==> config.mk <==
export PLATFORM = sky130hd
export DESIGN_NAME = lfsr_stepper
export DESIGN_NICKNAME = d
export VERILOG_FILES = /design/src/rtl/lfsr_stepper_pkg.sv /design/src/rtl/lfsr_stepper_prescaler.sv /design/src/rtl/lfsr_stepper.sv
export SDC_FILE = /design/constraint.sdc
export NUM_CORES = 1
export LEC_CHECK = 0
export ABC_AREA = 0
export BUFFER_PORTS_ARGS = -buffer_cell sky130_fd_sc_hd__buf_2
export CORE_MARGIN = 3
export CORE_UTILIZATION = 45
export CTS_BUF_LIST = sky130_fd_sc_hd__clkbuf_4 sky130_fd_sc_hd__clkbuf_8 sky130_fd_sc_hd__clkbuf_16
export CTS_CLUSTER_SIZE = 12
export DETAILED_ROUTE_END_ITERATION = 16
export PLACE_DENSITY_LB_ADDON = 0.2
export SYNTH_ARGS = -nofsm -noshare
export SYNTH_HDL_FRONTEND = slang
export SYNTH_SLANG_ARGS = --single-unit
==> constraint.sdc <==
create_clock -name clki -period 6.75 [get_ports clki]
set_input_delay 1.35 -clock clki [delete_from_list [all_inputs] [get_ports clki]]
set_output_delay 1.35 -clock clki [all_outputs]
set_load 0.005 [all_outputs]
==> src/rtl/lfsr_stepper_pkg.sv <==
// Shared definitions for the LFSR stepper: controller state encodings.
package lfsr_stepper_pkg;

  typedef enum logic {
    ST_HALT = 1'b0,
    ST_RUN  = 1'b1
  } state_t;

endpackage

==> src/rtl/lfsr_stepper_prescaler.sv <==
// Free-running prescaler with enable and synchronous clear; wrap flags the all-ones cycle.
module lfsr_stepper_prescaler #(
  parameter int DIV_BITS = 23
) (
  input  logic clki,
  input  logic rst_n,
  input  logic en,
  input  logic clr,
  output logic wrap,
  output logic msb
);

  logic [DIV_BITS-1:0] cnt;

  always_ff @(posedge clki or negedge rst_n) begin
    if (!rst_n) begin
      cnt <= '0;
    end else if (clr) begin
      cnt <= '0;
    end else if (en) begin
      cnt <= cnt + DIV_BITS'(1);
    end
  end

  assign wrap = en && (cnt == '1);
  assign msb  = cnt[DIV_BITS-1];

endmodule

==> src/rtl/lfsr_stepper.sv <==
// LFSR generator with run/halt/single-step control, seed load, lock-up recovery and period measurement.
module lfsr_stepper
  import lfsr_stepper_pkg::*;
#(
  parameter int               WIDTH    = 8,
  parameter int               DIV_BITS = 23,
  parameter logic [WIDTH-1:0] SEED     = WIDTH'(1),
  parameter bit               GALOIS   = 1'b0
) (
  input  logic             clki,
  input  logic             rst_n,
  input  logic             run,
  input  logic             step,
  input  logic             load,
  input  logic [WIDTH-1:0] seed,
  input  logic [WIDTH-1:0] taps,
  output logic [WIDTH-1:0] out,
  output logic             adv,
  output logic             blink,
  output logic             lockup,
  output logic [WIDTH-1:0] period,
  output logic             period_vld
);

  // In Galois form taps[0] is the constant term fed back into bit 0.
  function automatic logic [WIDTH-1:0] lfsr_next(input logic [WIDTH-1:0] cur,
                                                 input logic [WIDTH-1:0] tp,
                                                 input bit               galois);
    if (galois)
      return {cur[WIDTH-2:0], 1'b0} ^ ({WIDTH{cur[WIDTH-1]}} & tp);
    else
      return {cur[WIDTH-2:0], ^(cur & tp)};
  endfunction

  state_t           state;
  logic             step_q;
  logic [WIDTH-1:0] ref_val;
  logic [WIDTH-1:0] count;

  logic             wrap;
  logic             entering_run;
  logic             adv_req;
  logic [WIDTH-1:0] seed_eff;
  logic [WIDTH-1:0] out_new;
  logic [WIDTH-1:0] count_inc;

  assign entering_run = (state == ST_HALT) && run;
  assign adv_req      = (state == ST_RUN) ? wrap : (step && !step_q);
  assign seed_eff     = (seed == '0) ? SEED : seed;
  assign out_new      = (out == '0) ? SEED : lfsr_next(out, taps, GALOIS);
  assign count_inc    = (count == '1) ? count : count + WIDTH'(1);

  lfsr_stepper_prescaler #(
    .DIV_BITS (DIV_BITS)
  ) u_prescaler (
    .clki  (clki),
    .rst_n (rst_n),
    .en    (state == ST_RUN),
    .clr   (load || entering_run),
    .wrap  (wrap),
    .msb   (blink)
  );

  // Load wins over a coincident advance, which is simply dropped.
  always_ff @(posedge clki or negedge rst_n) begin
    if (!rst_n) begin
      state      <= ST_HALT;
      step_q     <= 1'b0;
      out        <= SEED;
      ref_val    <= SEED;
      count      <= '0;
      adv        <= 1'b0;
      lockup     <= 1'b0;
      period     <= '0;
      period_vld <= 1'b0;
    end else begin
      step_q <= step;
      adv    <= 1'b0;

      case (state)
        ST_HALT: if (run)  state <= ST_RUN;
        ST_RUN:  if (!run) state <= ST_HALT;
        default:           state <= ST_HALT;
      endcase

      if (load) begin
        out        <= seed_eff;
        ref_val    <= seed_eff;
        count      <= '0;
        lockup     <= 1'b0;
        period_vld <= 1'b0;
      end else if (adv_req) begin
        out   <= out_new;
        adv   <= 1'b1;
        count <= count_inc;
        if (out == '0)
          lockup <= 1'b1;
        if ((out_new == ref_val) && !period_vld) begin
          period     <= count_inc;
          period_vld <= 1'b1;
        end
      end
    end
  end

endmodule
After elaboration in Yosys (flattened, before gate mapping). Cells that the tools add are included.

Add/sub/neg operators: 2. Eq/ne operators: 3. Muxes and demuxes: 19. Bitwise operators: 3. Reductions and logical operators: 17.

Operators by type and width (count): $mux 8 (7); $mux 23 (2); $add 23x1->23 const B (1); $eq 23x23->1 const B (1); $logic_not 8->1 (2); $mux 1 (10); $add 8x1->8 const B (1); $and 8x8->8 (1); $eq 8x8->1 (1); $eq 8x8->1 const B (1); $reduce_bool 2->1 (4); $reduce_xor 8->1 (1); $logic_and 1x1->1 (4); $reduce_and 2->1 (2); $reduce_and 3->1 (1); $logic_not 1->1 (2); $not 1->1 (2); $logic_or 1x1->1 (1).

Bits in registers: 60. Bits of input ports: 21. Output and inout port bits: 20. Word-level logic and storage cells: 54.

Depth between registers and ports, before layout.
Depth in word-level cells: 8. Depth in mapped cells: 8.

Hierarchy. From an unflattened synthesis, not the netlist that was laid out.

Cell total of the unflattened synthesis: 288. Area, all modules: 2935.3 um^2.

By module, submodules not included: lfsr_stepper (times used 1, cells each 165, area each 1739.2 um^2, sequential area each 928.4 um^2); lfsr_stepper_prescaler (times used 1, cells each 123, area each 1196.1 um^2, sequential area each 575.6 um^2).

Worst setup path before layout. No wires, ideal clock.

Path kind: input to register. Start: in taps[1]. End: reg period[0]. Data arrival time: 3.102 ns. Required time: 6.625 ns. Path slack: 3.523 ns. Stages: 7. Buffers on the path: 0. Cell sequence: nand2_1 xor2_1 xnor2_1 xnor2_1 nand3_1 a2111oi_4 mux2_2.

Word-level cells in the longest chain between the ends: 6.

RTL lines: start: declaration (RTL line lfsr_stepper.sv:16) `input logic [WIDTH-1:0] taps,`; $and 8x8->8 (RTL line lfsr_stepper.sv:32) `return {cur[WIDTH-2:0], ^(cur & tp)};`; $reduce_xor 8->1 (RTL line lfsr_stepper.sv:32); $mux 8 (RTL line lfsr_stepper.sv:50) `assign out_new = (out == '0) ? SEED : lfsr_next(out, taps, GALOIS);`; $eq 8x8->1 (RTL line lfsr_stepper.sv:98) `if ((out_new == ref_val) && !period_vld) begin`; $logic_and 1x1->1 (RTL line lfsr_stepper.sv:98); $reduce_and 3->1 (no source line); end signal: assignment (RTL line lfsr_stepper.sv:99) `period <= count_inc;`; end: declaration (RTL line lfsr_stepper.sv:21) `output logic [WIDTH-1:0] period,`.

No other way between the ends. A chain may end at the register's enable or synchronous reset.

Final worst setup path.
Start: in taps[1]. End: reg period[1].

The elaborated chain is that of the path after synthesis.

==> impl_metrics.env <==
export IMPL_leakagePower_nw=1.666
export IMPL_status="finished clean"
export IMPL_syn_cell_area_sq_um=3000
export IMPL_fin_crit_ns=3.246
export IMPL_fill_cells=603
export IMPL_core_region_area_sq_um=6422
export IMPL_syn_avg_cell_area_sq_um=9.837
export IMPL_overflow=0
export IMPL_nNetsFinal=374
export IMPL_start_util_pct=46.72
export IMPL_dieWidth_um=87.66
export IMPL_synth_ff_type="dfrtp_1"
export IMPL_dp_final_hpwl_um=3910
export IMPL_clkSinkCount=60
export IMPL_drtIter0Drc=124
export IMPL_cts_hold_buf=0
export IMPL_grt_start_max_net_pins=61
export IMPL_ff_latch_area_sq_um=1504
export IMPL_place_area_sq_um=3289
export IMPL_globalplace_congestion=0.7699
export IMPL_yosys_top_cells_area="dfrtp_1 48%, xor2_1 8.2%, nor2_1 5.1%"
export IMPL_p_per_area_nw_per_um2=220.2
export IMPL_synthCells=305
export IMPL_critical_path_top_delay_family="compound AO/OA/AOI/OAI gates"
export IMPL_ys_warn_count=0
export IMPL_crit_chain="buf_2, nand2_1, xor2_1, xnor2_1, xnor2_1, nand3_1, a2111oi_4, mux2_2"
export IMPL_cts_root_buffer="clkbuf_8"
export IMPL_die_h_um=87.66
export IMPL_tightest_slew_ns=0.7635
export IMPL_grt_total_usage_pct=16.83
export IMPL_grt_pass1_vias=2218
export IMPL_worst_clock_skew_ns=0.009432
export IMPL_clockBufferDepth=2
export IMPL_setup_violations=0
export IMPL_hold_class="flip-flop to flip-flop"
export IMPL_path_buf_inv=1
export IMPL_yosysTopAreaCell="dfrtp_1"
export IMPL_ys_types=35
export IMPL_drv_cap=0
export IMPL_syn_nets=328
export IMPL_crit_slowest_cell="a2111oi_4"
export IMPL_pin_count=41
export IMPL_tns_ns=0
export IMPL_design_area_sq_um=3473
export IMPL_cpMostUsedCell="xnor2_1"
export IMPL_wl_um=5719
export IMPL_cpPeakStageDelay_ns=0.77
export IMPL_grt_antenna_before_repair=0
export IMPL_hold_ws_ns=0.4942
export IMPL_path_clk_slew_ns=0.06
export IMPL_n_antenna_cell=0
export IMPL_dr_pass1_iters=4
export IMPL_period_share_pct=48.08
export IMPL_drive_above_1_share_pct=20.51
export IMPL_relSlewSlack_pct=49.10
export IMPL_vias=2252
export IMPL_clock_latency_ns=0.34
export IMPL_final_hold_viol_count=0
export IMPL_fmax_mhz=308.1
export IMPL_final_max_slew_violation_count=0
export IMPL_postCtsSetupRepairBufs=0
export IMPL_ys_ff_latch=60
export IMPL_avgRoutedWirePerCell_um=13.21
export IMPL_drc=0
export IMPL_synth_top_cell_area_share_pct=48.37
export IMPL_mostFrequentLayoutCell="dfrtp_1"
export IMPL_synth_edf_count=0
export IMPL_viasPerCell=5.201
export IMPL_setup_worst_path_end_class="flip-flop"
export IMPL_cts_resized=0
export IMPL_areaGrowthSynthToFinish_pct=15.76
export IMPL_required_ns=6.97
export IMPL_worstPathArrival_ns=3.47
export IMPL_detail_route_antenna_nets=0
export IMPL_worstSetupPathType="primary input to flip-flop"
export IMPL_ys_seq_area_share_pct=50.13
export IMPL_cts_tree="yes"
export IMPL_htreeDepth=3
export IMPL_final_cell_mix="58 x dfrtp_1, 41 x nor2_1, 40 x buf_2, 28 x nand2_1, 28 x xor2_1"
export IMPL_cts_made_buffers=9
export IMPL_dieArea_sq_um=7683
export IMPL_rows=29
export IMPL_ir_drop_v=0.0001273
export IMPL_multi_input_area_sq_um=1406
export IMPL_critPathLaunchType="primary input"
export IMPL_cp_max_fo=9
export IMPL_async_flop_share_pct=100.0
export IMPL_grt_pass1_wl_um=10140
export IMPL_grt_setup_unrepaired="false"
export IMPL_numPortBuffers=40
## worst register-to-register path, delay by kind of cell (launching register included)
| kind | cells | cell delay [ns] |
|---|---|---|
| xor+xnor | 3 | 0.60 |
| mux | 1 | 0.41 |
| simple gates | 2 | 0.25 |
| compound gates | 1 | 0.77 |
| flops | 1 | 0.60 |
## state kept, by name, indices dropped and copies added (netlist names)
signal	count
u_prescaler.cnt	23
count	8
out	8
period	8
ref_val	8
adv	1
lockup	1
period_vld	1
state	1
step_q	1
## cell usage after synthesis, types with 3 or more instances
library cell / count
mux2i_1: 15
mux2_2: 6
nor2b_1: 3
nand4_1: 5
inv_1: 16
nand3b_1: 4
nand2_1: 28
a21oi_1: 6
nor4_1: 6
xor2_1: 28
and3_1: 7
nor3_1: 3
nand3_1: 16
xnor2_1: 9
o21ai_0: 23
clkbuf_1: 8
and4_1: 3
nor2_1: 41
dfrtp_1: 58
## per-layer routing
layer | vias up | global-route usage (%) | routed length [um]
met2 | 35 | 26.99 | 2667
li1 | 1133 | - | -
met1 | 1074 | 21.48 | 2720
met3 | 10 | 5.362 | 233
met5 | - | 0 | 0
met4 | 0 | 5.997 | 97
## final cells by class
| type | instances | share of cell area [%] |
|---|---|---|
| timing repair buffer | 43 | 6.412 |
| clock inverter | 2 | 0.2882 |
| tap | 77 | 2.774 |
| clock buffer | 14 | 5.007 |
| multi-input combinational | 221 | 40.49 |
| sequential | 60 | 43.30 |
| inverter | 16 | 1.729 |
## report_power, final
group	internal [mW]	switching, mW	total [mW]
Clock	0.164	0.133	0.297
Combinational	0.0344	0.0440	0.0783
Sequential	0.374	0.0152	0.389
## path summary, 6_finish.rpt
kind | slack (ns) | cells past startpoint | end | start
worst max-delay path | 3.50 | 8 | period[1]$_DFFE_PN0P_ | taps[1]
worst min-delay path | 0.49 | 2 | lockup$_DFFE_PN0P_ | lockup$_DFFE_PN0P_
worst max register to register | 4.00 | 7 | period[1]$_DFFE_PN0P_ | out[0]$_DFFE_PN1P_
worst min register to register | 0.49 | 2 | lockup$_DFFE_PN0P_ | lockup$_DFFE_PN0P_
max in group asynchronous | 5.09 | 2 | u_prescaler.cnt[0]$_DFFE_PN0P_ | rst_n
min in group asynchronous | 1.16 | 2 | out[2]$_DFFE_PN0P_ | rst_n
## stage by stage
step	power (mW)	instances	setup WS, ns	utilization (%)
final	0.7647	433	3.505	54.08
after global routing	0.8033	433	3.338	54.08
after CTS	0.7775	433	3.504	54.08
after detailed placement	0.4756	417	3.152	51.22
after global placement	0.4744	417	3.185	51.22
after floorplan	0.4418	305	3.523	-
## logic make-up after synthesis
family	Yosys count	share of synthesized area, %
flops	60	50.13
fa+ha+maj	2	0.8339
simple gates	123	20.06
mux	21	7.256
xor+xnor	37	10.80
buf+inv	24	3.003
compound gates	38	7.924
No activity file was read; power rests on OpenSTA's default activity.
